===== src/rtl/rounding_arbiter.sv =====
// Round-robin arbiter feeding one shared round-half-to-even / saturate stage.
// Two registers deep: captured sample + channel, then the tagged output register.
module rounding_arbiter #(
  parameter int NUM_CH    = 4,
  parameter int WIDTH_IN  = 16,
  parameter int WIDTH_OUT = 8,
  parameter int IS_SIGNED = 1,
  parameter int CH_W      = (NUM_CH > 1) ? $clog2(NUM_CH) : 1
) (
  input  logic                       clk,
  input  logic                       rst_n,
  input  logic [NUM_CH-1:0]          in_valid,
  input  logic [NUM_CH*WIDTH_IN-1:0] in_data,
  output logic [NUM_CH-1:0]          in_ready,
  output logic                       out_valid,
  input  logic                       out_ready,
  output logic [WIDTH_OUT-1:0]       out_data,
  output logic [CH_W-1:0]            out_chan,
  output logic                       out_sat
);

  localparam int D = WIDTH_IN - WIDTH_OUT;
  localparam logic [D-1:0]         HALF = D'(1) << (D - 1);
  localparam logic [WIDTH_OUT-1:0] SMIN = WIDTH_OUT'(1) << (WIDTH_OUT - 1);
  localparam logic [WIDTH_OUT-1:0] SMAX = ~SMIN;

  generate
    if (WIDTH_OUT <= 0 || WIDTH_OUT >= WIDTH_IN) begin : g_bad_width
      $error("rounding_arbiter: WIDTH_OUT must satisfy 0 < WIDTH_OUT < WIDTH_IN");
    end
    if (NUM_CH < 2 || NUM_CH > 16) begin : g_bad_num_ch
      $error("rounding_arbiter: NUM_CH must be in 2..16");
    end
  endgenerate

  logic                   s1_valid_reg;
  logic [WIDTH_IN-1:0]    s1_data_reg;
  logic [CH_W-1:0]        s1_chan_reg;
  logic [CH_W-1:0]        ptr_reg;
  logic                   adv;
  logic                   grant_found;
  logic [CH_W-1:0]        grant_idx;
  int                     best_dist;
  int                     cur_dist;
  logic [WIDTH_IN-1:0]    ch_data [NUM_CH];
  logic [WIDTH_OUT-1:0]   rnd_t;
  logic [D-1:0]           rnd_f;
  logic                   rnd_up;
  logic [WIDTH_OUT:0]     rnd_ext;
  logic [WIDTH_OUT:0]     rnd_sum;
  logic [WIDTH_OUT-1:0]   rnd_data;
  logic                   rnd_sat;

  assign adv = !out_valid || out_ready;

  genvar gi;
  generate
    for (gi = 0; gi < NUM_CH; gi++) begin : g_ch
      assign ch_data[gi]  = in_data[gi*WIDTH_IN +: WIDTH_IN];
      assign in_ready[gi] = adv && grant_found && (grant_idx == CH_W'(gi));
    end
  endgenerate

  // Priority is the distance past the last winner; the nearest requester wins.
  always_comb begin
    grant_found = 1'b0;
    grant_idx   = '0;
    best_dist   = NUM_CH;
    cur_dist    = 0;
    for (int i = 0; i < NUM_CH; i++) begin
      cur_dist = i - int'(ptr_reg) - 1;
      if (cur_dist < 0) cur_dist = cur_dist + NUM_CH;
      if (in_valid[i] && cur_dist < best_dist) begin
        best_dist   = cur_dist;
        grant_found = 1'b1;
        grant_idx   = CH_W'(i);
      end
    end
  end

  assign rnd_t  = s1_data_reg[WIDTH_IN-1:D];
  assign rnd_f  = s1_data_reg[D-1:0];
  assign rnd_up = (rnd_f > HALF) || ((rnd_f == HALF) && rnd_t[0]);

  // One extra bit of headroom catches the carry out of the round-up.
  always_comb begin
    rnd_ext = {1'b0, rnd_t};
    if (IS_SIGNED != 0) rnd_ext = {rnd_t[WIDTH_OUT-1], rnd_t};
    rnd_sum  = rnd_ext + {{WIDTH_OUT{1'b0}}, rnd_up};
    rnd_data = rnd_sum[WIDTH_OUT-1:0];
    rnd_sat  = 1'b0;
    if (IS_SIGNED != 0) begin
      if (rnd_sum[WIDTH_OUT] != rnd_sum[WIDTH_OUT-1]) begin
        rnd_sat  = 1'b1;
        rnd_data = rnd_sum[WIDTH_OUT] ? SMIN : SMAX;
      end
    end else if (rnd_sum[WIDTH_OUT]) begin
      rnd_sat  = 1'b1;
      rnd_data = '1;
    end
  end

  always_ff @(posedge clk or negedge rst_n) begin
    if (!rst_n) begin
      s1_valid_reg <= 1'b0;
      s1_data_reg  <= '0;
      s1_chan_reg  <= '0;
      out_valid    <= 1'b0;
      out_data     <= '0;
      out_chan     <= '0;
      out_sat      <= 1'b0;
      ptr_reg      <= CH_W'(NUM_CH - 1);
    end else if (adv) begin
      out_valid    <= s1_valid_reg;
      if (s1_valid_reg) begin
        out_data <= rnd_data;
        out_chan <= s1_chan_reg;
        out_sat  <= rnd_sat;
      end
      s1_valid_reg <= grant_found;
      if (grant_found) begin
        s1_data_reg <= ch_data[grant_idx];
        s1_chan_reg <= grant_idx;
        ptr_reg     <= grant_idx;
      end
    end
  end

endmodule


===== config.mk =====
export PLATFORM = sky130hd
export DESIGN_NAME = rounding_arbiter
export DESIGN_NICKNAME = d
export VERILOG_FILES = /design/src/rtl/rounding_arbiter.sv
export SDC_FILE = /design/constraint.sdc
export NUM_CORES = 1
export LEC_CHECK = 0
export CAP_MARGIN = 0
export CORE_MARGIN = 2
export CORE_UTILIZATION = 44
export DETAILED_ROUTE_END_ITERATION = 12
export GPL_ROUTABILITY_DRIVEN = 0
export HOLD_SLACK_MARGIN = 0.1
export PLACE_DENSITY = 0.83
export SYNTH_ARGS = -nofsm -noshare
export SYNTH_HDL_FRONTEND = slang
export SYNTH_SLANG_ARGS = --single-unit

===== constraint.sdc =====
create_clock -name clk -period 5.4 [get_ports clk]
set_clock_uncertainty 0.1 [all_clocks]
set_input_delay 0.54 -clock clk [delete_from_list [all_inputs] [get_ports clk]]
set_output_delay 0.54 -clock clk [all_outputs]
set_load 0.005 [all_outputs]

* After elaboration in Yosys (flattened, before gate mapping)
Cells that the tools add are included.
** Word-level totals
- Bits in registers :: 33
- Word-level logic and storage cells :: 73
** Cells by class
- Add/sub/neg operators :: 13
- $lt $le $gt $ge :: 10
- Eq/ne operators :: 5
- Mux-type cells :: 20
- Bitwise gates (word level) :: 1
- Reductions and logical operators :: 16
** Operator list (count)
- 2-to-1 mux 32 bit :: 7
- less-than comparator 32 bit :: 3
- binary-select mux 16 bit (select 2 bit) :: 1
- less-than comparator 32 x 4 -> 1 bit (second input constant) :: 1
- 2-to-1 mux 16 bit :: 2
- adder 4 x 4 -> 5 bit (second input constant) :: 4
- less-than comparator 4 x 1 -> 1 bit (second input constant) :: 4
- 2-to-1 mux 8 bit :: 2
- subtractor 3 x 2 -> 4 bit (second input constant) :: 4
- logical AND 1 bit :: 10
- adder 8 x 2 -> 9 bit :: 1
- equality test 8 bit (second input constant) :: 1
- greater-than comparator 8 bit (second input constant) :: 1
- 2-to-1 mux 1 bit :: 6
- subtractor 1 x 2 -> 3 bit (first input constant) :: 2
- subtractor 2 x 2 -> 3 bit (first input constant) :: 2
- equality test 2 bit (second input constant) :: 2
- 2-to-1 mux 2 bit :: 2
- AND reduction 2 bit :: 2
- greater-or-equal comparator 3 bit (second input constant) :: 1
- NOT 2 -> 3 bit :: 1
- equality test 2 x 1 -> 1 bit (second input constant) :: 1
- zero test 2 bit :: 1
- logical OR 1 bit :: 2
- other kinds (2) :: 2

* Logic depth before layout (Yosys ltp)
Gate-level depths: netlist of run 1.
- Word-level depth :: 20
- Gate-level depth with buffers :: 24

* Worst setup path after synthesis of run 1
Ideal clock, no wire load.
- Path type :: flip-flop to output port
- Start :: reg ptr_reg[0]
- End :: out in_ready[3]
- Arrival :: 3.946 ns
- Data required time :: 4.760 ns
- Setup slack :: 0.814 ns
- Cell stages (with the launch flop) :: 23
- Path buffers :: 6
- Cells stage by stage :: dfstp_2 buf_4 inv_1 ha_1 nand2b_1 o32a_1 ha_1 o211ai_1 o211ai_2 buf_6 a21o_1 buf_2 nand2_1 o21ai_0 ha_1 a21oi_1 o211a_1 buf_2 a211o_1 buf_2 buf_6 o21ai_0 nor2_1
** On the way
- Cells in the longest elaborated chain, start to end :: 18
** Ends and longest elaborated chain
- start: declaration :: line 39 : logic [CH_W-1:0] ptr_reg;
- start signal: assignment :: line 112 : ptr_reg <= CH_W'(NUM_CH - 1);
- start signal: assignment :: line 124 : ptr_reg <= grant_idx;
- subtractor 1 x 2 -> 3 bit :: line 71 : cur_dist = i - int'(ptr_reg) - 1;
- subtractor 3 x 2 -> 4 bit :: line 71
- adder 4 x 4 -> 5 bit / less-than comparator 4 x 1 -> 1 bit (equally long branches) :: line 72 : if (cur_dist < 0) cur_dist = cur_dist + NUM_CH;
- 2-to-1 mux 32 bit :: line 72
- less-than comparator 32 x 4 -> 1 bit :: line 73 : if (in_valid[i] && cur_dist < best_dist) begin
- logical AND 1 bit :: line 73
- 2-to-1 mux 32 bit :: line 73
- less-than comparator 32 bit :: line 73
- [2 not listed]
- less-than comparator 32 bit :: line 73
- logical AND 1 bit :: line 73
- 2-to-1 mux 32 bit :: line 73
- less-than comparator 32 bit :: line 73
- logical AND 1 bit :: line 73
- 2-to-1 mux 2 bit / 2-to-1 mux 1 bit (equally long branches) :: line 73
- equality test 2 bit / logical AND 1 bit (equally long branches) :: line 60 : assign in_ready[gi] = adv && grant_found && (grant_idx == CH_W'(gi));
- logical AND 1 bit (*) :: line 60
- end: declaration :: line 14 : output logic [NUM_CH-1:0] in_ready,
Mark *: on every way between the ends. The rest lies on a longest branch, timed or not.

* Worst setup path in the final report of run 1
- Start :: reg ptr_reg[0]
- End :: out in_ready[0]
** On the way
- Cells in the longest elaborated chain, start to end :: 18
** Ends and longest elaborated chain (line)
- subtractor 1 x 2 -> 3 bit :: 71
- subtractor 3 x 2 -> 4 bit :: 71
- adder 4 x 4 -> 5 bit / less-than comparator 4 x 1 -> 1 bit (equally long branches) :: 72
- 2-to-1 mux 32 bit :: 72
- less-than comparator 32 x 4 -> 1 bit :: 73
- logical AND 1 bit :: 73
- 2-to-1 mux 32 bit :: 73
- less-than comparator 32 bit :: 73
- [2 not listed]
- less-than comparator 32 bit :: 73
- logical AND 1 bit :: 73
- 2-to-1 mux 32 bit :: 73
- less-than comparator 32 bit :: 73
- logical AND 1 bit :: 73
- 2-to-1 mux 2 bit / 2-to-1 mux 1 bit (equally long branches) :: 73
- zero test 2 bit / logical AND 1 bit (equally long branches) :: 60
- logical AND 1 bit (*) :: 60
Marks and branches as above.

==> results.py, run 1 <==
metrics = {
    "status": {
        "status": "completed",
    },
    "timing": {
        "slew_headroom_pct": 45.55,
        "min_period_over_period_pct": 94.48,
        "fmax_mhz": 196.0,
        "worstMarginPinSlew_ns": 0.8167,
        "maxSlewViolCount": 0,
        "setup_tns_ns": 0,
        "finalCriticalPeriod_ns": 5.102,
        "rsz0062_at_grt": "no",
        "finalHoldViolations": 0,
        "setup-violations-final": 0,
        "layout_setup_ws_ns": 0.2980,
    },
    "layout": {
        "area_growth_pct": 36.96,
        "drive_gt1_share_pct": 12.97,
        "final_core_util_pct": 62.02,
        "layout.cells.most_common_list": "clkdlybuf4s50_1, dfrtp_1, nand2_1, nand3_1, nor2_1",
        "largest_register_ffs": 16,
        "layout_commonest_cell": "clkdlybuf4s50_1",
        "finalNetCount": 449,
        "n_antenna_cell": 0,
        "fin_cells": 445,
        "num-fill-cells": 477,
    },
    "cts": {
        "cts_tree": "yes",
        "clk_latency_ns": 0.29,
        "cts_buffer_depth": 2,
        "cts.sinks": 33,
        "cts-root-buf": "clkbuf_8",
        "clkTransAtPathRegs_ns": 0.06,
        "cts_buffers": 5,
        "postCtsSetupRepairBufs": 0,
        "cts_htree_levels": 2,
    },
    "floorplanning": {
        "die_w_microns": 82.07,
        "initial_core_util_pct": 45.29,
        "ios": 87,
        "core_sq_um": 5921,
        "chipHeight_microns": 82.07,
        "die_area_sq_um": 6735,
        "core.rowCount": 28,
    },
    "global_route": {
        "grt_pass1_wl_mm": 12.18,
        "grt_pass1_vias": 2600,
        "grt_max_degree": 39,
        "grtUsageTotal_pct": 23.19,
        "grt_remaining_overflow": 0,
        "antenna_found_initial": 0,
    },
    "synth": {
        "syn-mean-instance-area_sq_um": 9.151,
        "synth_top_cell_by_area": "dfrtp_1",
        "syn_area_sq_um": 2681,
        "yosysSeqAreaShare_pct": 30.89,
        "synth-seq-cells": 33,
        "ys_types": 46,
        "ys_warn_count": 0,
        "netlist_top_cells_area": "dfrtp_1, mux2_2, mux2i_1",
        "syn_inst": 293,
        "yosysTopAreaCellShare_pct": 28.93,
    },
    "routing": {
        "drt_wl_total_mm": 7.605,
        "drc": 0,
        "vias_per_cell": 6.018,
        "drt_iter0_drc": 254,
        "ant_nets": 0,
        "post_drt_wl_per_cell_microns": 17.09,
        "first_pass_iters": 5,
        "vias": 2678,
    },
    "worst_setup_path": {
        "slowest_stage": "dfstp_2",
        "path_cells": "inv_1 > ha_4 > nand2b_1 > o32a_1 > ha_1 > o211ai_1 > o211ai_2 > a21o_2 > nand2_1 > o21ai_0 > ha_2 > o22ai_1 > nor3_2 > nand2b_4 > nand3_1 > nor2_1 > clkdlybuf4s50_1",
        "r2r-end": "s1_data_reg[13]",
        "regToRegStartpoint": "ptr_reg[0]",
        "r2r_cells": 17,
        "reg2reg_slack_ns": 1.16,
        "critPathArrivalTime_ns": 4.46,
        "critPathMaxFanout": 10,
        "cp-end-kind": "output port",
        "path_class": "register to output port",
        "start_kind": "register",
        "cp_slowest_stage_delay_ns": 0.63,
        "cp.required_ns": 4.76,
    },
    "worst_hold_path": {
        "hold_depth": 2,
        "hold_end": "out_chan[0]",
        "min_path_type": "register to register",
        "hold_start": "out_chan[0]",
    },
    "placed_design": {
        "dp_cells": 437,
        "port_buffers": 86,
        "pre_cts_ws_ns": 0.3210,
        "hpwl_mm": 5.466,
    },
    "power_and_ir_drop": {
        "ir_drop_uv": 344.3,
        "powerDensity_nw_per_um2": 652.5,
        "power.total_w": 0.002396,
        "power.static_leakage_nw": 1.463,
    },
    "run": {
        "max_cap_viol_count": 0,
    },
}
[Yosys cell counts (all sizes together)]
| cell | number |
|---|---|
| o21a | 2 |
| nor3 | 4 |
| nor4 | 1 |
| a21boi | 1 |
| nor3b | 1 |
| and4bb | 1 |
| mux2 | 17 |
| o2111ai | 16 |
| o211ai | 18 |
| inv | 8 |
| dfstp | 2 |
| conb | 1 |
| a31oi | 2 |
| mux2i | 17 |
| xor2 | 4 |
| a211oi | 16 |
| nor2 | 18 |
| o311ai | 1 |
| nand2b | 5 |
| o22ai | 1 |
| a21oi | 3 |
| o32a | 1 |
| a221o | 7 |
| and4 | 1 |
| nand3b | 2 |
| a21o | 3 |
| clkbuf | 10 |
| nand3 | 23 |
| and2 | 1 |
| o211a | 1 |
| a211o | 1 |
| ha | 9 |
| and3 | 3 |
| buf | 19 |
| nor2b | 3 |
| nand2 | 25 |
| xnor2 | 4 |
| o21ai | 8 |
| nor4b | 1 |
| or2 | 1 |
| dfrtp | 31 |
[per-stage QoR]
stage | area (sq um) | hold WS [ns]
finish | 3672 | 0.3879
global route | 3672 | 0.4188
CTS | 3637 | 0.3872
detailed placement | 3547 | 0.3731
global placement | 3547 | 0.3634
floorplan | 2685 | 0.1444
[worst max-delay path: cells and delay by family (launching register included)]
kind / cells / cell delay [ns]
compound gates: 6 / 1.10
fa+ha+maj: 3 / 0.96
buf+inv: 2 / 0.61
flops: 1 / 0.63
simple gates: 6 / 0.87
[layer usage]
metal | up-vias | part of all wire [%] | wire length, microns | track usage, %
li1 | 1255 | - | - | -
met1 | 1251 | 43 | 3240 | 31.13
met2 | 156 | 47 | 3586 | 38.54
met3 | 16 | 8.4 | 641 | 3.077
met4 | 0 | 1.8 | 138 | 7.500
met5 | - | 0 | 0 | 0
[cells by family after synthesis]
family | synth area share (%)
fa+ha+maj | 4.200
compound gates | 24.59
mux | 13.49
xor+xnor | 2.613
simple gates | 16.29
flops | 30.89
other cells | 0.1399
buf+inv | 7.793
[timing repair]
item                                   in CTS  in global routing
endpoints found under the hold margin       0                  0
hold buffers                                0                  0
gates resized for setup                     0                  8
setup endpoints to repair                   0                  3
[cell type report]
type | count | area [sq um] | area share, %
Timing Repair Buffer | 97 | 943.4 | 25.69
Multi-Input combinational cell | 224 | 1687 | 45.93
Clock buffer | 8 | 90.09 | 2.453
Sequential cell | 33 | 828.3 | 22.56
Inverter | 8 | 30.03 | 0.8177
Tap cell | 75 | 93.84 | 2.555
[where the power goes]
part	internal [W]	switching (W)
Combinational	0.000753	0.000947
Clock	0.000104	0.0000859
Sequential	0.000386	0.000120
[worst max path at each step]
stage          slack [ns]     endpoint         from
2_1_floorplan        0.81  in_ready[3]   ptr_reg[0]
3_3_place_gp         0.46  in_ready[0]  in_valid[0]
3_5_place_dp         0.32  in_ready[0]  in_valid[0]
4_1_cts              0.10  in_ready[0]   ptr_reg[0]
5_1_grt              0.03  in_ready[0]   ptr_reg[0]
6_report             0.30  in_ready[0]   ptr_reg[0]
No activity file was read; power rests on OpenSTA's default activity.
==> inputs of run 2 (changes only) <==
--- a/config.mk
+++ b/config.mk
@@ -6,12 +6,13 @@
 export NUM_CORES = 1
 export LEC_CHECK = 0
 export CAP_MARGIN = 0
+export CELL_PAD_IN_SITES_DETAIL_PLACEMENT = 1
+export CELL_PAD_IN_SITES_GLOBAL_PLACEMENT = 1
 export CORE_MARGIN = 2
-export CORE_UTILIZATION = 44
+export CORE_UTILIZATION = 35
 export DETAILED_ROUTE_END_ITERATION = 12
-export GPL_ROUTABILITY_DRIVEN = 0
 export HOLD_SLACK_MARGIN = 0.1
-export PLACE_DENSITY = 0.83
+export PLACE_DENSITY = 0.93
 export SYNTH_ARGS = -nofsm -noshare
 export SYNTH_HDL_FRONTEND = slang
 export SYNTH_SLANG_ARGS = --single-unit
==> results.py, run 2 (synthesis results as in run 1) <==
metrics = {
    "routing": {
        "ant_nets": 0,
        "post_drt_wl_per_cell_microns": 19.33,
        "drt_iter0_drc": 113,
        "drc": 0,
        "vias": 2650,
        "drt_wl_total_mm": 9.047,
        "first_pass_iters": 4,
        "vias_per_cell": 5.662,
    },
    "floorplanning": {
        "core.rowCount": 31,
        "ios": 87,
        "die_area_sq_um": 8377,
        "die_w_microns": 91.53,
        "initial_core_util_pct": 36.58,
        "chipHeight_microns": 91.53,
        "core_sq_um": 7331,
    },
    "worst_setup_path": {
        "slowest_stage": "dfstp_2",
        "critPathMaxFanout": 9,
        "reg2reg_slack_ns": 1.04,
        "cp_slowest_stage_delay_ns": 0.64,
        "r2r-end": "s1_chan_reg[0]",
        "cp.required_ns": 4.76,
        "cp-end-kind": "output port",
        "r2r_cells": 16,
        "critPathArrivalTime_ns": 4.49,
        "path_class": "register to output port",
        "critPathTopFamily": "compound AO/OA/AOI/OAI gates",
        "start_kind": "register",
        "regToRegStartpoint": "ptr_reg[0]",
        "critPathBufInv": 2,
        "path_cells": "inv_1 > ha_2 > nand2b_1 > o32a_1 > ha_1 > o211ai_1 > o211ai_2 > a21o_1 > o21ai_0 > ha_1 > a21oi_1 > o211a_1 > a211o_1 > o21ai_0 > nor2_1 > clkdlybuf4s50_1",
    },
    "placed_design": {
        "pre_cts_ws_ns": 0.5279,
        "hpwl_mm": 6.636,
        "place.gp.congestion": 0.8552,
        "port_buffers": 86,
        "dp_cells": 460,
    },
    "cts": {
        "clk_latency_ns": 0.28,
        "clkTransAtPathRegs_ns": 0.07,
        "cts_buffer_depth": 2,
        "cts-root-buf": "clkbuf_8",
        "post_cts_resized": 0,
        "cts_buffers": 5,
        "cts_tree": "yes",
        "holdBufCountCts": 0,
        "cts.sinks": 33,
        "cts_htree_levels": 2,
        "postCtsSetupRepairBufs": 0,
    },
    "global_route": {
        "grt_pass1_wl_mm": 14.58,
        "grtUsageTotal_pct": 21.64,
        "grt_remaining_overflow": 0,
        "grt_max_degree": 34,
        "grt_pass1_vias": 2961,
        "antenna_found_initial": 0,
    },
    "timing": {
        "slew_headroom_pct": 42.77,
        "setup_tns_ns": 0,
        "finalCriticalPeriod_ns": 5.126,
        "fmax_mhz": 195.1,
        "min_period_over_period_pct": 94.93,
        "setup-violations-final": 0,
        "finalHoldViolations": 0,
        "worstMarginPinSlew_ns": 0.8584,
        "maxSlewViolCount": 0,
        "rsz0062_at_grt": "no",
        "layout_setup_ws_ns": 0.2736,
    },
    "layout": {
        "multi_input_area_sq_um": 1670,
        "layout_commonest_cell": "clkdlybuf4s50_1",
        "n_antenna_cell": 0,
        "regArea_sq_um": 828.3,
        "finalNetCount": 448,
        "area_growth_pct": 37.61,
        "largest_register_ffs": 16,
        "drive_gt1_share_pct": 12.74,
        "layout.cells.most_common_list": "clkdlybuf4s50_1, dfrtp_1, nand2_1, nand3_1, nor2_1",
        "fin_cells": 468,
        "num-fill-cells": 843,
    },
    "status": {
        "status": "completed",
    },
    "power_and_ir_drop": {
        "power.total_w": 0.002433,
        "powerDensity_nw_per_um2": 659.3,
        "ir_drop_uv": 313.6,
        "power.static_leakage_nw": 1.467,
    },
    "worst_hold_path": {
        "hold_start": "out_sat",
        "hold_end": "out_sat",
        "hold_depth": 2,
        "min_path_type": "register to register",
    },
    "run": {
        "max_cap_viol_count": 0,
    },
}
-- run 2: cell type report --
cell class / instances / share of cell area [%]
multi-input combinational: 224 / 45.27
timing repair buffer: 96 / 25.36
sequential: 33 / 22.45
inverter: 8 / 0.8138
clock inverter: 1 / 0.1356
clock buffer: 7 / 2.611
tap: 99 / 3.357
-- run 2: report_power, final --
group | internal, W | switching [W]
Sequential | 0.000385 | 0.000133
Clock | 0.000115 | 0.0000926
Combinational | 0.000729 | 0.000978
-- run 2: stage by stage --
stage	instance area, sq um	utilization, %	hold slack, ns
after CTS	3671	50.08	0.3840
after global routing	3690	50.33	0.4191
after detailed placement	3570	48.69	0.3694
after floorplan	2685	-	0.1444
final	3690	50.33	0.3775
after global placement	3570	48.69	0.3622
-- run 2: worst max-delay path by stage --
stage / from / endpoint / slack, ns / cells past startpoint
after detailed placement: in_valid[0] / in_ready[0] / 0.53 / 15
after global placement: in_valid[0] / in_ready[2] / 0.72 / 15
final: ptr_reg[0] / in_ready[3] / 0.27 / 16
after CTS: ptr_reg[0] / in_ready[0] / 0.26 / 17
after floorplan: ptr_reg[0] / in_ready[3] / 0.81 / 22
after global routing: ptr_reg[0] / in_ready[0] / 0.003 / 16
-- run 2: layer usage --
layer,up-vias,track usage (%),share of wire (%)
met5,-,0,0
li1,1252,-,-
met3,15,3.651,5.2
met2,96,39.34,53
met1,1287,25.50,40
met4,0,7.323,1.6
-- run 2: worst register-to-register path: cells and delay by family (launching register included) --
kind | cells | cell delay (ns)
adder cells (fa/ha/maj) | 3 | 0.97
AO/OA/AOI/OAI | 7 | 1.68
buffers and inverters | 2 | 0.31
AND/OR/NAND/NOR | 4 | 0.52
flip-flops | 1 | 0.64
